[config.mk]
export PLATFORM = sky130hd
export DESIGN_NAME = regfile_wb_arbiter
export DESIGN_NICKNAME = d
export VERILOG_FILES = /design/src/rtl/rf_ctrl_pkg.sv /design/src/rtl/rr_arbiter.sv /design/src/rtl/regfile_wb_arbiter.sv
export SDC_FILE = /design/constraint.sdc
export NUM_CORES = 1
export LEC_CHECK = 0
export ABC_AREA = 1
export ABC_CLOCK_PERIOD_IN_PS = 4200
export CORE_MARGIN = 4
export CORE_UTILIZATION = 44
export DETAILED_ROUTE_END_ITERATION = 10
export HOLD_SLACK_MARGIN = 0.08
export PLACE_DENSITY = 0.93
export SYNTH_ARGS = -nofsm -noshare
export SYNTH_HDL_FRONTEND = slang
export SYNTH_SLANG_ARGS = --single-unit
[constraint.sdc]
create_clock -name clk -period 4.2 [get_ports clk]
set_input_delay 0.84 -clock clk [delete_from_list [all_inputs] [get_ports clk]]
set_output_delay 0.84 -clock clk [all_outputs]
set_load 0.01 [all_outputs]
[src/rtl/rf_ctrl_pkg.sv]
// Shared register-file writeback definitions: default widths, the zero register and the write command.
// Build option RFWB_FIXED_PRIO_EN (see rr_arbiter) selects fixed-priority arbitration.
package rf_ctrl_pkg;

    localparam int unsigned REG_ADDR_W = 5;
    localparam int unsigned REG_DATA_W = 32;
    localparam int unsigned NUM_REGS   = 32;
    localparam logic [REG_ADDR_W-1:0] REG_ZERO = 5'd0;

    typedef struct packed {
        logic [REG_ADDR_W-1:0] addr;
        logic [REG_DATA_W-1:0] data;
    } wr_cmd_t;

endpackage

[src/rtl/rr_arbiter.sv]
// One-hot arbiter for NUM_REQ requesters: round-robin by default, or fixed lowest-index priority
// (no pointer register) when RFWB_FIXED_PRIO_EN is defined. No grants while hold_i is high.
module rr_arbiter #(
    parameter int unsigned NUM_REQ = 3
) (
    input  logic               clk_i,
    input  logic               rst_ni,
    input  logic               hold_i,
    input  logic [NUM_REQ-1:0] req_valid_i,
    output logic [NUM_REQ-1:0] grant_o
);

`ifdef RFWB_FIXED_PRIO_EN

    always_comb begin
        grant_o = '0;
        if (!hold_i) begin
            for (int unsigned i = NUM_REQ; i > 0; i--) begin
                if (req_valid_i[i-1]) begin
                    grant_o    = '0;
                    grant_o[i-1] = 1'b1;
                end
            end
        end
    end

`else

    localparam int unsigned PTR_W = $clog2(NUM_REQ);

    logic [PTR_W-1:0] ptr_q, ptr_d;
    logic [PTR_W-1:0] win;
    logic             found;
    int unsigned      idx;

    // Scan NUM_REQ slots starting at the pointer; the first valid slot wins.
    always_comb begin
        grant_o = '0;
        win     = '0;
        found   = 1'b0;
        idx     = 0;
        if (!hold_i) begin
            for (int unsigned off = 0; off < NUM_REQ; off++) begin
                idx = int'(ptr_q) + off;
                if (idx >= NUM_REQ) idx = idx - NUM_REQ;
                if (!found && req_valid_i[idx]) begin
                    found = 1'b1;
                    win   = idx[PTR_W-1:0];
                end
            end
        end
        if (found) grant_o[win] = 1'b1;
        ptr_d = ptr_q;
        if (found) ptr_d = (int'(win) == NUM_REQ - 1) ? '0 : win + 1'b1;
    end

    always_ff @(posedge clk_i or negedge rst_ni) begin
        if (!rst_ni) ptr_q <= '0;
        else         ptr_q <= ptr_d;
    end

`endif

endmodule

[src/rtl/regfile_wb_arbiter.sv]
// Arbitrates NUM_REQ writeback requesters onto the single register-file write port with a
// registered output stage, pending-write mask and contention counter. Option: RFWB_FIXED_PRIO_EN.
module regfile_wb_arbiter
    import rf_ctrl_pkg::*;
#(
    parameter int unsigned NUM_REQ = 3,
    parameter int unsigned ADDR_W  = REG_ADDR_W,
    parameter int unsigned DATA_W  = REG_DATA_W,
    parameter int unsigned CNT_W   = 16
) (
    input  logic                      clk,
    input  logic                      rst,
    input  logic                      hold,
    input  logic [NUM_REQ-1:0]        req_valid,
    input  logic [NUM_REQ*ADDR_W-1:0] req_addr,
    input  logic [NUM_REQ*DATA_W-1:0] req_data,
    output logic [NUM_REQ-1:0]        req_ready,
    output logic                      rf_we,
    output logic [ADDR_W-1:0]         rf_addr,
    output logic [DATA_W-1:0]         rf_data,
    output logic [2**ADDR_W-1:0]      pending_mask,
    output logic [CNT_W-1:0]          contention
);

    typedef struct packed {
        logic [ADDR_W-1:0] addr;
        logic [DATA_W-1:0] data;
    } cmd_t;

    logic [NUM_REQ-1:0]   grant;
    logic                 accept;
    cmd_t                 sel;
    logic                 we_d, we_q;
    logic [ADDR_W-1:0]    addr_q;
    logic [DATA_W-1:0]    data_q;
    logic [2**ADDR_W-1:0] pend_d, pend_q;
    logic [CNT_W-1:0]     cnt_q;
    logic                 cnt_inc;

    rr_arbiter #(.NUM_REQ(NUM_REQ)) u_arb (
        .clk_i       (clk),
        .rst_ni      (rst),
        .hold_i      (hold),
        .req_valid_i (req_valid),
        .grant_o     (grant)
    );

    always_comb begin
        sel = '0;
        for (int unsigned i = 0; i < NUM_REQ; i++) begin
            if (grant[i]) begin
                sel.addr = req_addr[i*ADDR_W +: ADDR_W];
                sel.data = req_data[i*DATA_W +: DATA_W];
            end
        end
        accept = |grant;
        // Writes to the zero register are consumed but never reach the register file.
        we_d   = accept && (sel.addr != '0);
        pend_d = '0;
        if (we_d) pend_d[sel.addr] = 1'b1;
        cnt_inc = !hold && ($countones(req_valid) >= 2) && (cnt_q != '1);
    end

    always_ff @(posedge clk or negedge rst) begin
        if (!rst) begin
            we_q   <= 1'b0;
            addr_q <= '0;
            data_q <= '0;
            pend_q <= '0;
            cnt_q  <= '0;
        end else begin
            we_q   <= we_d;
            pend_q <= pend_d;
            if (accept) begin
                addr_q <= sel.addr;
                data_q <= sel.data;
            end
            if (cnt_inc) cnt_q <= cnt_q + 1'b1;
        end
    end

    assign req_ready    = grant;
    assign rf_we        = we_q;
    assign rf_addr      = addr_q;
    assign rf_data      = data_q;
    assign pending_mask = pend_q;
    assign contention   = cnt_q;

endmodule

Yosys cells after proc, flatten, opt, wreduce, memory -nomap -nowiden
Cells that the tools add are included.
Storage, ports and cells
  register bits: 88
  bits of input ports: 117
  output and inout bits: 89
Cells by class
  $add $sub $neg: 9
  $lt $le $gt $ge: 11
  equal/unequal tests: 2
  muxes and demuxes: 32
  reduce and logical (&&, ||, !) cells: 12
Operators with widths (number)
  $mux W32: 7
  $mux W37: 3
  $lt A32 B3 Y1 const B: 3
  $ge A32 B2 Y1 const B: 2
  $sub A32 B2 Y32 const B: 2
  $add A16 B1 Y16 const B: 1
  $ne A16 B16 Y1 const B: 1
  $mux W1: 11
  $mux W2: 5
  $logic_and A1 B1 Y1: 7
  $bmux W1 S2: 3
  $lt A5 B6 Y1 const B: 1
  $demux W1 S5: 1
  $ge A5 B1 Y1 const B: 1
  $reduce_bool A5 Y1: 1
  $add A2 B1 Y3: 1
  $add A2 B1 Y3 const B: 1
  $add A2 B2 Y3 const B: 1
  $ge A3 B2 Y1 const B: 1
  $logic_not A1 Y1: 3
  $lt A2 B3 Y1 const B: 1
  $mux W3: 1
  $reduce_or A3 Y1: 1
  $sub A2 B2 Y3 const B: 1
  other kinds (6): 6

Logic depth before layout (Yosys ltp)
Gate-level depths: netlist of the first run.
  depth in word-level cells: 28
  depth in mapped cells: 16
  depth with buffers taken out: 16

Modules after synthesis
Synthesis of the first run repeated with hierarchy kept, for this count alone.
Unflattened totals
  cells, all modules: 570
  area total of the unflattened synthesis: 4425.5 µm²
By module, submodules not included
  regfile_wb_arbiter: times used 1, cells an instance 517, area an instance 4105.2 µm²
  rr_arbiter: times used 1, cells an instance 53, area an instance 320.3 µm²

Worst setup path after synthesis of the first run
OpenSTA, ideal clock, no wires.
  kind: input port to output port
  start: input req_valid[1]
  end: output req_ready[0]
  arrival: 1890 ps
  data required time: 3360 ps
  path slack: 1470 ps
  cell stages on the path: 9
  cells stage by stage: inv_1 o21ai_0 nand2_2 nand3_2 nand3_1 nand2_4 nand3_1 inv_1 buf_4
On the way
  longest elaborated chain between the ends: 17
  elaborated cells between the ends (all ways): 26
RTL lines
  start: declaration: line regfile_wb_arbiter.sv:14  | input logic [NUM_REQ-1:0] req_valid,
  $bmux W1 S2: line rr_arbiter.sv:46  | if (!found && req_valid_i[idx]) begin
  $mux W1 (not written as such): line rr_arbiter.sv:46
  $mux W1: line rr_arbiter.sv:46
  $mux W1: line rr_arbiter.sv:42  | if (!hold_i) begin
  $logic_not A1 Y1: line rr_arbiter.sv:46
  $logic_and A1 B1 Y1: line rr_arbiter.sv:46
  $mux W1: line rr_arbiter.sv:46
  $mux W1: line rr_arbiter.sv:42
  $logic_not A1 Y1: line rr_arbiter.sv:46
  $logic_and A1 B1 Y1: line rr_arbiter.sv:46
  $mux W2: line rr_arbiter.sv:46
  $mux W2: line rr_arbiter.sv:42
  $lt A2 B3 Y1 (not written as such) or $ge A2 B1 Y1 (tied branches): line rr_arbiter.sv:52  | if (found) grant_o[win] = 1'b1;
  $logic_and A1 B1 Y1 (not written as such): line rr_arbiter.sv:52
  $mux W1 (not written as such): line rr_arbiter.sv:52
  $demux W1 S2
  $mux W3 *: line rr_arbiter.sv:52
  end: declaration: line regfile_wb_arbiter.sv:17  | output logic [NUM_REQ-1:0] req_ready,
Mark *: on every way between the ends. The rest lies on a longest branch, timed or not. The select of a mux whose other input is x is not followed.

Worst setup path in the final report of the first run
Same ends and word-level chain as after synthesis.

==> out/metrics.csv, run 1 <==
stage,metric,value,unit
floorplanning,core region area,0.00920,sq mm
hold_path,hold crit path type,reg2reg,
finish,nets@finish,798,
synthesis,Synth area leader,dfrtp_1,
routing,drt via density,5.03,
clock_network,CTS root buf,clkbuf_8,
clock_network,number of buffers created by CTS,9,
finish,P&R area growth vs syn,57.2,%
floorplanning,Die ar.,0.0110,sq mm
hold_path,worst hold stages,2,
routing,wire length per cell,15.3,um
pwr,Lkg Pwr,2.92,nW
grt,grt total ovfl,0,
clock_network,"Reg clk slew, reported paths",0.10,ns
pwr,Peak VDD IR,0.325,mV
synthesis,asr flop ratio synth,100,%
routing,DRT antenna net count,0,
clock_network,CTS tree,built,
worst_setup_path,crit path capture type,output port,
synthesis,most used flip-flop cell after synthesis,dfrtp_1,
worst_setup_path,CP Class,in2out,
timing,worst slew pin tran,1.07,ns
routing,first-pass iteration count of the detailed router,4,
synthesis,Post-Syn Area,0.00412,sq mm
flow_run,Max Cap Violations,0,
timing,period utilisation layout,92.0,%
routing,final WL,12.1,mm
clock_network,H-tree depth,3,
timing,final-report setup violation count,0,
timing,Max Transition Viols Final,0,
synthesis,Post-synth top cells,"172 x nand2_1, 88 x dfrtp_1, 46 x nor2_1",
synthesis,Gate Count Post-Synth,470,
clock_network,post-CTS setup buffers,0,
finish,antenna cells,0,
worst_setup_path,cell family with most CP delay,buffers and inverters,
worst_setup_path,crit-path cells,"clkdlybuf4s50_1, inv_1, o21ai_0, nand2_2, nand3_2, nand3_1, nand2_4, nand3_1, inv_1, clkdlybuf4s50_1",
worst_setup_path,Worst setup SP type,input pin,
synthesis,largest cells by area after synthesis,"dfrtp_1 53%, nand2_1 16%, nand4_1 6.1%, nor2_1 4.2%, nand3_2 3.2%",
pwr,Power Density,678,mW/mm^2
synthesis,mean post-synth cell area,8.76,sq um
routing,Post-route DRC,0,
clock_network,Hold Buf Count CTS,0,
worst_setup_path,CP arrival,3.02,ns
grt,first-pass GRT wire length,20.0,mm
timing,f_max,0.259,GHz
synthesis,post-synthesis sequential area ratio,53.5,%
worst_setup_path,WP buf/inv,4,
worst_setup_path,Reg2Reg Setup Slack,1.42,ns
placed_design,Port Buf Inserts,205,
worst_setup_path,slowest CP cell,clkdlybuf4s50_1,
floorplanning,IO Pins,206,
floorplanning,Die Y-Extent,105,um
timing,Max-slew headroom,28.4,%
placed_design,DPL Wire Length,9.47,mm
timing,Setup TNS,0,ns
worst_setup_path,worst-path maximum fanout,8,
clock_network,CTS Buffer Depth,2,
routing,DR vias,3992,
run_status,status,"complete, no violations",
placed_design,routability congestion estimate,0.857,
worst_setup_path,reg2reg path depth,15,
timing,Period minus WS final,3.86,ns
timing,Final Hold Viols,0,
worst_setup_path,"slowest stage delay, CP",0.58,ns
finish,"Core Util, Final",70.4,%
clock_network,post-CTS sizing,0,
synthesis,Yosys reg bits,88,
floorplanning,Starting Density,44.8,%
grt,number of global-route vias before repair,4161,
clock_network,worst skew pair latency,0.36,ns
synthesis,Syn Nets,591,
synthesis,Ys Warns,0,
grt,initial antenna violation count,0,
grt,Tot GR Track Use,22.5,%
timing,skew final,0.0162,ns
synthesis,top-area cell type share of the netlist area,53.5,%
timing,unrepaired setup endpoints after global routing,no,
finish,share of cells above drive strength 1,8.65,%
floorplanning,FP Rows,35,
synthesis,number of flops mapped to enable cells by yosys,0,
hold_path,hold endpoint,rf_addr[4]$_DFFE_PN0P_,
worst_setup_path,reg2reg end,pending_mask[29]$_DFF_PN0_,
floorplanning,Die W,105,um
hold_path,hold path start,rf_addr[4]$_DFFE_PN0P_,
clock_network,clk sinks,88,
grt,largest net degree at the start of global routing,89,
synthesis,Yosys cell types,31,
synthesis,most frequent cell after synthesis,nand2_1,
routing,Detailed Route Iter0 Violations,189,
worst_setup_path,Reg-to-Reg Start,u_arb.ptr_q[0]$_DFFE_PN0P_,
worst_setup_path,CP required,3.36,ns
[layer usage]
layer  GRT usage (%)  routed length [um]
met2            37.8                5860
met5               0                   0
met4            11.2                 529
met3            5.56                 941
met1            26.9                4800
[sequential cells by signal (all words and copies together), names as in the netlist]
register / cells
pending_mask: 32
rf_we: 1
rf_data: 32
rf_addr: 5
u_arb.ptr_q: 2
contention: 16
[metrics by stage]
step	hold slack, ns	power [W]	area, sq um	setup slack, ns	cells
floorplan	0.516	0.00276	4120	1.47	470
global placement	0.469	0.00373	6280	0.445	777
detailed placement	0.469	0.00383	6280	0.361	777
CTS	0.496	0.00441	6470	0.343	793
global route	0.514	0.00473	6470	0.201	793
finish	0.496	0.00439	6470	0.337	793
[worst register-to-register path: stages, from the launching register on]
cell and delay (ns):
dfrtp_1 0.37, inv_1 0.07, ha_1 0.36, inv_1 0.17, nand3_1 0.10, nand2_1 0.14, nand3_2 0.13, nand3_2 0.09
nand3_2 0.07, buf_4 0.18, inv_2 0.07, buf_4 0.34, nand2_1 0.16, nand3_4 0.16, nand3_1 0.17, nor2_1 0.13
[area by class of cell]
type | count | area [sq um]
fill | 664 | 2720
sequential | 88 | 2200
timing repair buffer | 210 | 2090
multi-input combinational | 338 | 1730
tap | 111 | 139
inverter | 30 | 125
clock buffer | 9 | 124
clock inverter | 7 | 71.3
[cell families (layout without fill, tap and decap cells)]
family / after synthesis / in the layout / share of synthesized area, %
fa+ha+maj: 4 / 4 / 1.22
buf+inv: 44 / 256 / 4.71
flops: 88 / 88 / 53.5
simple gates: 313 / 313 / 36.7
other cells: 1 / 1 / 0.0911
xor+xnor: 14 / 14 / 2.98
compound gates: 6 / 6 / 0.790
[power by group]
part | internal [W] | switching [W]
sequential | 0.00114 | 0.000154
combinational | 0.00107 | 0.00146
clock | 0.000231 | 0.000337
total | 0.00244 | 0.00195
[worst max path at each step]
stage | depth (start not counted) | slack (ns) | endpoint | from
4_1_cts | 10 | 0.34 | req_ready[0] | req_valid[1]
6_report | 10 | 0.34 | req_ready[0] | req_valid[1]
2_1_floorplan | 9 | 1.47 | req_ready[0] | req_valid[1]
3_3_place_gp | 10 | 0.45 | req_ready[0] | req_valid[1]
3_5_place_dp | 10 | 0.36 | req_ready[0] | req_valid[1]
5_1_grt | 10 | 0.20 | req_ready[0] | req_valid[1]
[cell usage in the layout (no fill, tap or decap), types with 6 or more instances in the layout]
cell type / instances
xor2_1: 8
nand3_2: 13
nand4_1: 40
clkdlybuf4s50_1: 204
inv_1: 24
xnor2_1: 6
clkbuf_8: 9
dfrtp_1: 88
nand3_1: 22
nand2_1: 172
nand2_4: 7
buf_4: 6
nor2_1: 46
(Power assumes the default switching activity.)
==> inputs of run 2 (changes only) <==
- HOLD_SLACK_MARGIN: 0.08 -> 0.05
- PLACE_DENSITY: 0.93 -> 0.87
==> run 2 against run 1 <==
  * Global-route usage grew 0.34 points
  * Fmax grew 0.50%
  * Sequential cell count is the same
  * Core utilization grew 0.12 points
  * Clock-buffer cell count is the same
  * Combinational power is essentially flat
  * Critical endpoint unchanged
  * Largest cell class unchanged
==> out/metrics.csv, run 2 (synthesized netlist as in run 1, its figures left out) <==
stage,metric,value,unit
run_status,status,"complete, no violations",
grt,number of global-route vias before repair,4219,
floorplanning,core region area,0.00920,sq mm
placed_design,Port Buf Inserts,205,
finish,area of the multi-input gates,0.00173,sq mm
finish,Finished Cell Area,0.00648,sq mm
placed_design,DPL Wire Length,9.34,mm
clock_network,H-tree depth,3,
worst_setup_path,Reg-to-Reg Start,u_arb.ptr_q[0]$_DFFE_PN0P_,
pwr,Lkg Pwr,2.93,nW
finish,fill cell count,666,
clock_network,CTS Buffer Depth,2,
routing,first-pass iteration count of the detailed router,4,
worst_setup_path,worst-path maximum fanout,8,
clock_network,clk sinks,88,
worst_setup_path,CP Capture Point,req_ready[0],
routing,Detailed Route Iter0 Violations,118,
clock_network,"Reg clk slew, reported paths",0.10,ns
timing,skew final,0.0123,ns
timing,Period minus WS final,3.84,ns
finish,nets@finish,798,
timing,Final Hold Viols,0,
routing,final WL,12.1,mm
flow_run,Max Cap Violations,0,
pwr,Peak VDD IR,0.308,mV
clock_network,post-CTS setup buffers,0,
pwr,Int Pwr,0.00244,W
grt,Tot GR Track Use,22.9,%
timing,f_max,0.260,GHz
timing,final-report setup violation count,0,
pwr,Sw Share,44.4,%
finish,antenna cells,0,
clock_network,CTS tree,built,
pwr,clock share of power,13.0,%
timing,unrepaired setup endpoints after global routing,no,
grt,initial antenna violation count,0,
placed_design,routability congestion estimate,0.910,
routing,wire length per cell,15.3,um
hold_path,hold crit path type,reg2reg,
clock_network,worst skew pair latency,0.36,ns
pwr,Comb pwr share,57.7,%
worst_setup_path,CP required,3.36,ns
grt,grt total ovfl,0,
routing,DRT antenna net count,0,
worst_setup_path,crit path capture type,output port,
timing,period utilisation layout,91.5,%
floorplanning,Die Y-Extent,105,um
timing,Max-slew headroom,29.4,%
clock_network,number of buffers created by CTS,9,
timing,final hold slack,0.500,ns
pwr,Switch Pwr,0.00195,W
routing,drt via density,5.08,
timing,Setup TNS,0,ns
finish,share of cells above drive strength 1,8.65,%
clock_network,Hold Buf Count CTS,0,
floorplanning,Starting Density,44.8,%
worst_setup_path,CP Launch Point,req_valid[1],
timing,Max Transition Viols Final,0,
finish,"commonest non-fill, non-tap cells in the layout","204 x clkdlybuf4s50_1, 172 x nand2_1, 88 x dfrtp_1",
floorplanning,Die ar.,0.0110,sq mm
clock_network,post-CTS sizing,0,
grt,first-pass GRT wire length,20.2,mm
worst_setup_path,reg2reg path depth,15,
worst_setup_path,Reg2Reg Setup Slack,1.40,ns
clock_network,CTS root buf,clkbuf_8,
finish,FF/Latch Area,0.00220,sq mm
grt,largest net degree at the start of global routing,89,
worst_setup_path,CP Class,in2out,
floorplanning,FP Rows,35,
pwr,Power Density,678,mW/mm^2
finish,"most common cell after layout, fill and taps aside",clkdlybuf4s50_1,
worst_setup_path,Worst setup SP type,input pin,
worst_setup_path,CP arrival,3.00,ns
floorplanning,IO Pins,206,
routing,Post-route DRC,0,
worst_setup_path,reg2reg end,pending_mask[28]$_DFF_PN0_,
finish,P&R area growth vs syn,57.5,%
timing,worst slew pin tran,1.06,ns
pwr,Flop pwr share,29.3,%
placed_design,DP Area,0.00629,sq mm
routing,DR vias,4027,
floorplanning,Die W,105,um
==> run 2: cell types whose count changed in the layout (fill, tap and decap cells not counted), sizes merged <==
cell / before / now
clkinv: 3 / 4
clkinvlp: 2 / 1
==> run 2: worst min-delay path by stage <==
| stage | startpoint | cells after the start | slack [ns] | to |
|---|---|---|---|---|
| detailed placement | rf_addr[3]$_DFFE_PN0P_ | 2 | 0.47 | rf_addr[3]$_DFFE_PN0P_ |
| floorplan | rf_addr[1]$_DFFE_PN0P_ | 2 | 0.52 | rf_addr[1]$_DFFE_PN0P_ |
| global placement | rf_addr[3]$_DFFE_PN0P_ | 2 | 0.47 | rf_addr[3]$_DFFE_PN0P_ |
| finish | rf_addr[3]$_DFFE_PN0P_ | 2 | 0.50 | rf_addr[3]$_DFFE_PN0P_ |
| global route | rf_data[10]$_DFFE_PN0P_ | 2 | 0.52 | rf_data[10]$_DFFE_PN0P_ |
| CTS | rf_addr[3]$_DFFE_PN0P_ | 2 | 0.50 | rf_addr[3]$_DFFE_PN0P_ |
==> run 2: per-stage QoR <==
step	utilization, %	setup slack [ns]	std cells	power, W
final	70.5	0.356	793	0.00440
after global routing	70.5	0.150	793	0.00474
after CTS	70.5	0.335	793	0.00444
after detailed placement	68.4	0.353	777	0.00385
after global placement	68.4	0.441	777	0.00376
after floorplan	-	1.47	470	0.00276
==> run 2: area by class of cell <==
cell class / instances / area share (%)
sequential: 88 / 34.0
clock inverter: 7 / 1.16
inverter: 30 / 1.93
clock buffer: 9 / 1.91
multi-input combinational: 338 / 26.7
timing repair buffer: 210 / 32.2
tap: 111 / 2.14
==> run 2: layer usage <==
| metal | GRT usage (%) | routed length, um | vias to the layer above |
|---|---|---|---|
| met5 | 0 | 0 | - |
| met4 | 8.53 | 315 | 0 |
| met3 | 6.67 | 1010 | 26 |
| met2 | 40.4 | 6030 | 190 |
| met1 | 26.1 | 4780 | 1885 |
| li1 | - | - | 1926 |
==> run 2: critical path: stages <==
cell,delay [ns]
clkdlybuf4s50_1,0.53
inv_1,0.08
nand2_1,0.06
nand3_1,0.07
nand2_1,0.16
nand3_2,0.13
nor2_1,0.16
nor2_2,0.08
nand2_4,0.11
nand3_1,0.10
inv_1,0.09
clkdlybuf4s50_1,0.58
==> run 2: power groups by stage <==
stage,sequential [W],clock (W),combinational [W]
3_5_place_dp,0.00131,0,0.00255
4_1_cts,0.00129,0.000586,0.00256
5_1_grt,0.00133,0.000621,0.00280
6_report,0.00129,0.000573,0.00254
2_1_floorplan,0.00141,0,0.00135
3_3_place_gp,0.00129,0,0.00247
==> inputs of run 3 (changes only) <==
- CORE_UTILIZATION: 44 -> 35
- PLACE_DENSITY: 0.87 -> 0.71
==> run 3 against run 2 <==
  * Sequential share of layout area fell by 0.75 points
  * Highest routed layer unchanged
  * Critical endpoint unchanged
  * Global-route usage fell by 4.5 points
  * Largest power group unchanged
  * Non-clock buffer count unchanged
==> out/metrics.csv, run 3 (synthesized netlist as in run 1, its figures left out) <==
stage,metric,value,unit
routing,wire length per cell,14.8,um
timing,period utilisation layout,92.1,%
worst_setup_path,crit-path cells,"clkdlybuf4s50_1, inv_1, o21ai_0, nand2_2, nand3_2, nand3_1, nand2_4, nand3_1, inv_1, clkdlybuf4s50_1",
routing,final WL,12.2,mm
timing,final-report setup violation count,0,
worst_setup_path,crit path capture type,output port,
finish,"commonest non-fill, non-tap cells in the layout","204 x clkdlybuf4s50_1, 172 x nand2_1, 88 x dfrtp_1",
placed_design,Cells after DPL,809,
clock_network,CTS tree,built,
clock_network,CTS Buffer Depth,2,
grt,initial antenna violation count,0,
pwr,Sw Share,42.3,%
grt,number of global-route vias before repair,4109,
worst_setup_path,slowest CP cell,clkdlybuf4s50_1,
floorplanning,Die Y-Extent,116,um
clock_network,post-CTS setup buffers,0,
finish,"Core Util, Final",57.8,%
clock_network,clk sinks,88,
floorplanning,Starting Density,35.9,%
routing,Post-route DRC,0,
finish,share of cells above drive strength 1,8.65,%
clock_network,Hold Buf Count CTS,0,
floorplanning,FP Rows,39,
grt,largest net degree at the start of global routing,69,
timing,Setup TNS,0,ns
clock_network,worst skew pair latency,0.34,ns
grt,Tot GR Track Use,18.4,%
finish,"most common cell after layout, fill and taps aside",clkdlybuf4s50_1,
timing,Period minus WS final,3.87,ns
pwr,Lkg Pwr,2.97,nW
floorplanning,IO Pins,206,
worst_setup_path,worst-path maximum fanout,8,
placed_design,Port Buf Inserts,205,
run_status,status,"complete, no violations",
worst_setup_path,CP arrival,3.03,ns
clock_network,CTS root buf,clkbuf_16,
floorplanning,Die W,116,um
worst_setup_path,Worst setup SP type,input pin,
routing,first-pass iteration count of the detailed router,4,
worst_setup_path,CP required,3.36,ns
flow_run,Max Cap Violations,0,
finish,fill cell count,1010,
worst_setup_path,cell family with most CP delay,buffers and inverters,
clock_network,number of buffers created by CTS,9,
timing,Final WS setup,0.330,ns
routing,DR vias,3930,
worst_setup_path,"slowest stage delay, CP",0.57,ns
pwr,Flop pwr share,28.0,%
pwr,Power Density,699,mW/mm^2
timing,Max Transition Viols Final,0,
routing,DRT antenna net count,0,
finish,nets@finish,798,
grt,first-pass GRT wire length,19.7,mm
clock_network,"Reg clk slew, reported paths",0.07,ns
placed_design,DPL Wire Length,9.44,mm
timing,unrepaired setup endpoints after global routing,no,
pwr,Peak VDD IR,0.363,mV
grt,grt total ovfl,0,
hold_path,hold crit path type,reg2reg,
placed_design,routability congestion estimate,0.772,
worst_setup_path,CP Class,in2out,
timing,skew final,0.00784,ns
floorplanning,core region area,0.0115,sq mm
timing,Final Hold Viols,0,
finish,antenna cells,0,
timing,Max-slew headroom,43.3,%
floorplanning,Die ar.,0.0136,sq mm
finish,P&R area growth vs syn,61.0,%
finish,Finished Cell Area,0.00663,sq mm
pwr,Switch Pwr,0.00196,W
finish,final cell count without fillers,825,
placed_design,DP Area,0.00632,sq mm
routing,Detailed Route Iter0 Violations,202,
pwr,clock share of power,17.8,%
pwr,Comb pwr share,54.2,%
timing,worst slew pin tran,0.850,ns
routing,drt via density,4.76,
worst_setup_path,WP buf/inv,4,
placed_design,Post-Place Worst Slack,0.376,ns
pwr,Int Pwr,0.00268,W
timing,f_max,0.258,GHz
clock_network,H-tree depth,3,
worst_setup_path,Reg2Reg Setup Slack,1.44,ns
clock_network,post-CTS sizing,0,
## run 3: changes by cell type in the layout (fill, tap and decap cells not counted), moves of 2 or more
cell and change:
clkbuf_8 -9, clkinv_4 -2, clkbuf_16 +9, inv_6 +3, inv_8 -3
## run 3: through the flow
step | hold WS (ns) | total power (W)
2_1_floorplan | 0.516 | 0.00276
3_3_place_gp | 0.471 | 0.00377
3_5_place_dp | 0.477 | 0.00384
4_1_cts | 0.495 | 0.00468
5_1_grt | 0.510 | 0.00501
6_report | 0.494 | 0.00463
## run 3: final timing paths
path	from	to	cells after the start
setup / recovery	req_valid[1]	req_ready[0]	10
hold / removal	rf_addr[4]$_DFFE_PN0P_	rf_addr[4]$_DFFE_PN0P_	2
setup reg to reg	u_arb.ptr_q[0]$_DFFE_PN0P_	pending_mask[28]$_DFF_PN0_	14
hold reg to reg	rf_addr[4]$_DFFE_PN0P_	rf_addr[4]$_DFFE_PN0P_	2
max in group asynchronous	rst	rf_data[4]$_DFFE_PN0P_	2
min in group asynchronous	rst	contention[4]$_DFFE_PN0P_	1
## run 3: per-layer routing
metal,vias up,part of all wire (%),GRT usage [%]
met5,-,0,0
met4,0,1.0,6.42
met3,10,8.0,5.44
met2,157,50,30.9
met1,1840,41,22.4
li1,1923,-,-
## run 3: area by class of cell
cell class	instances	area, sq um	area share (%)
Tap cell	143	179	2.70
Timing Repair Buffer	210	2090	31.5
Sequential cell	88	2200	33.2
Multi-Input combinational cell	338	1730	26.0
Inverter	30	125	1.89
Clock inverter	7	87.6	1.32
Clock buffer	9	225	3.40
## run 3: tightest hold or removal path: cells and delay by family, from the launching register on
family	cells	cell delay, ns
AND/OR/NAND/NOR	2	0.10
flip-flops	1	0.35
## run 3: power groups by stage
| stage | logic (W) | clock network, W | registers, W |
|---|---|---|---|
| CTS | 0.00253 | 0.000844 | 0.00130 |
| detailed placement | 0.00253 | 0 | 0.00131 |
| global placement | 0.00247 | 0 | 0.00130 |
| floorplan | 0.00135 | 0 | 0.00141 |
| finish | 0.00251 | 0.000825 | 0.00130 |
| global route | 0.00279 | 0.000882 | 0.00133 |
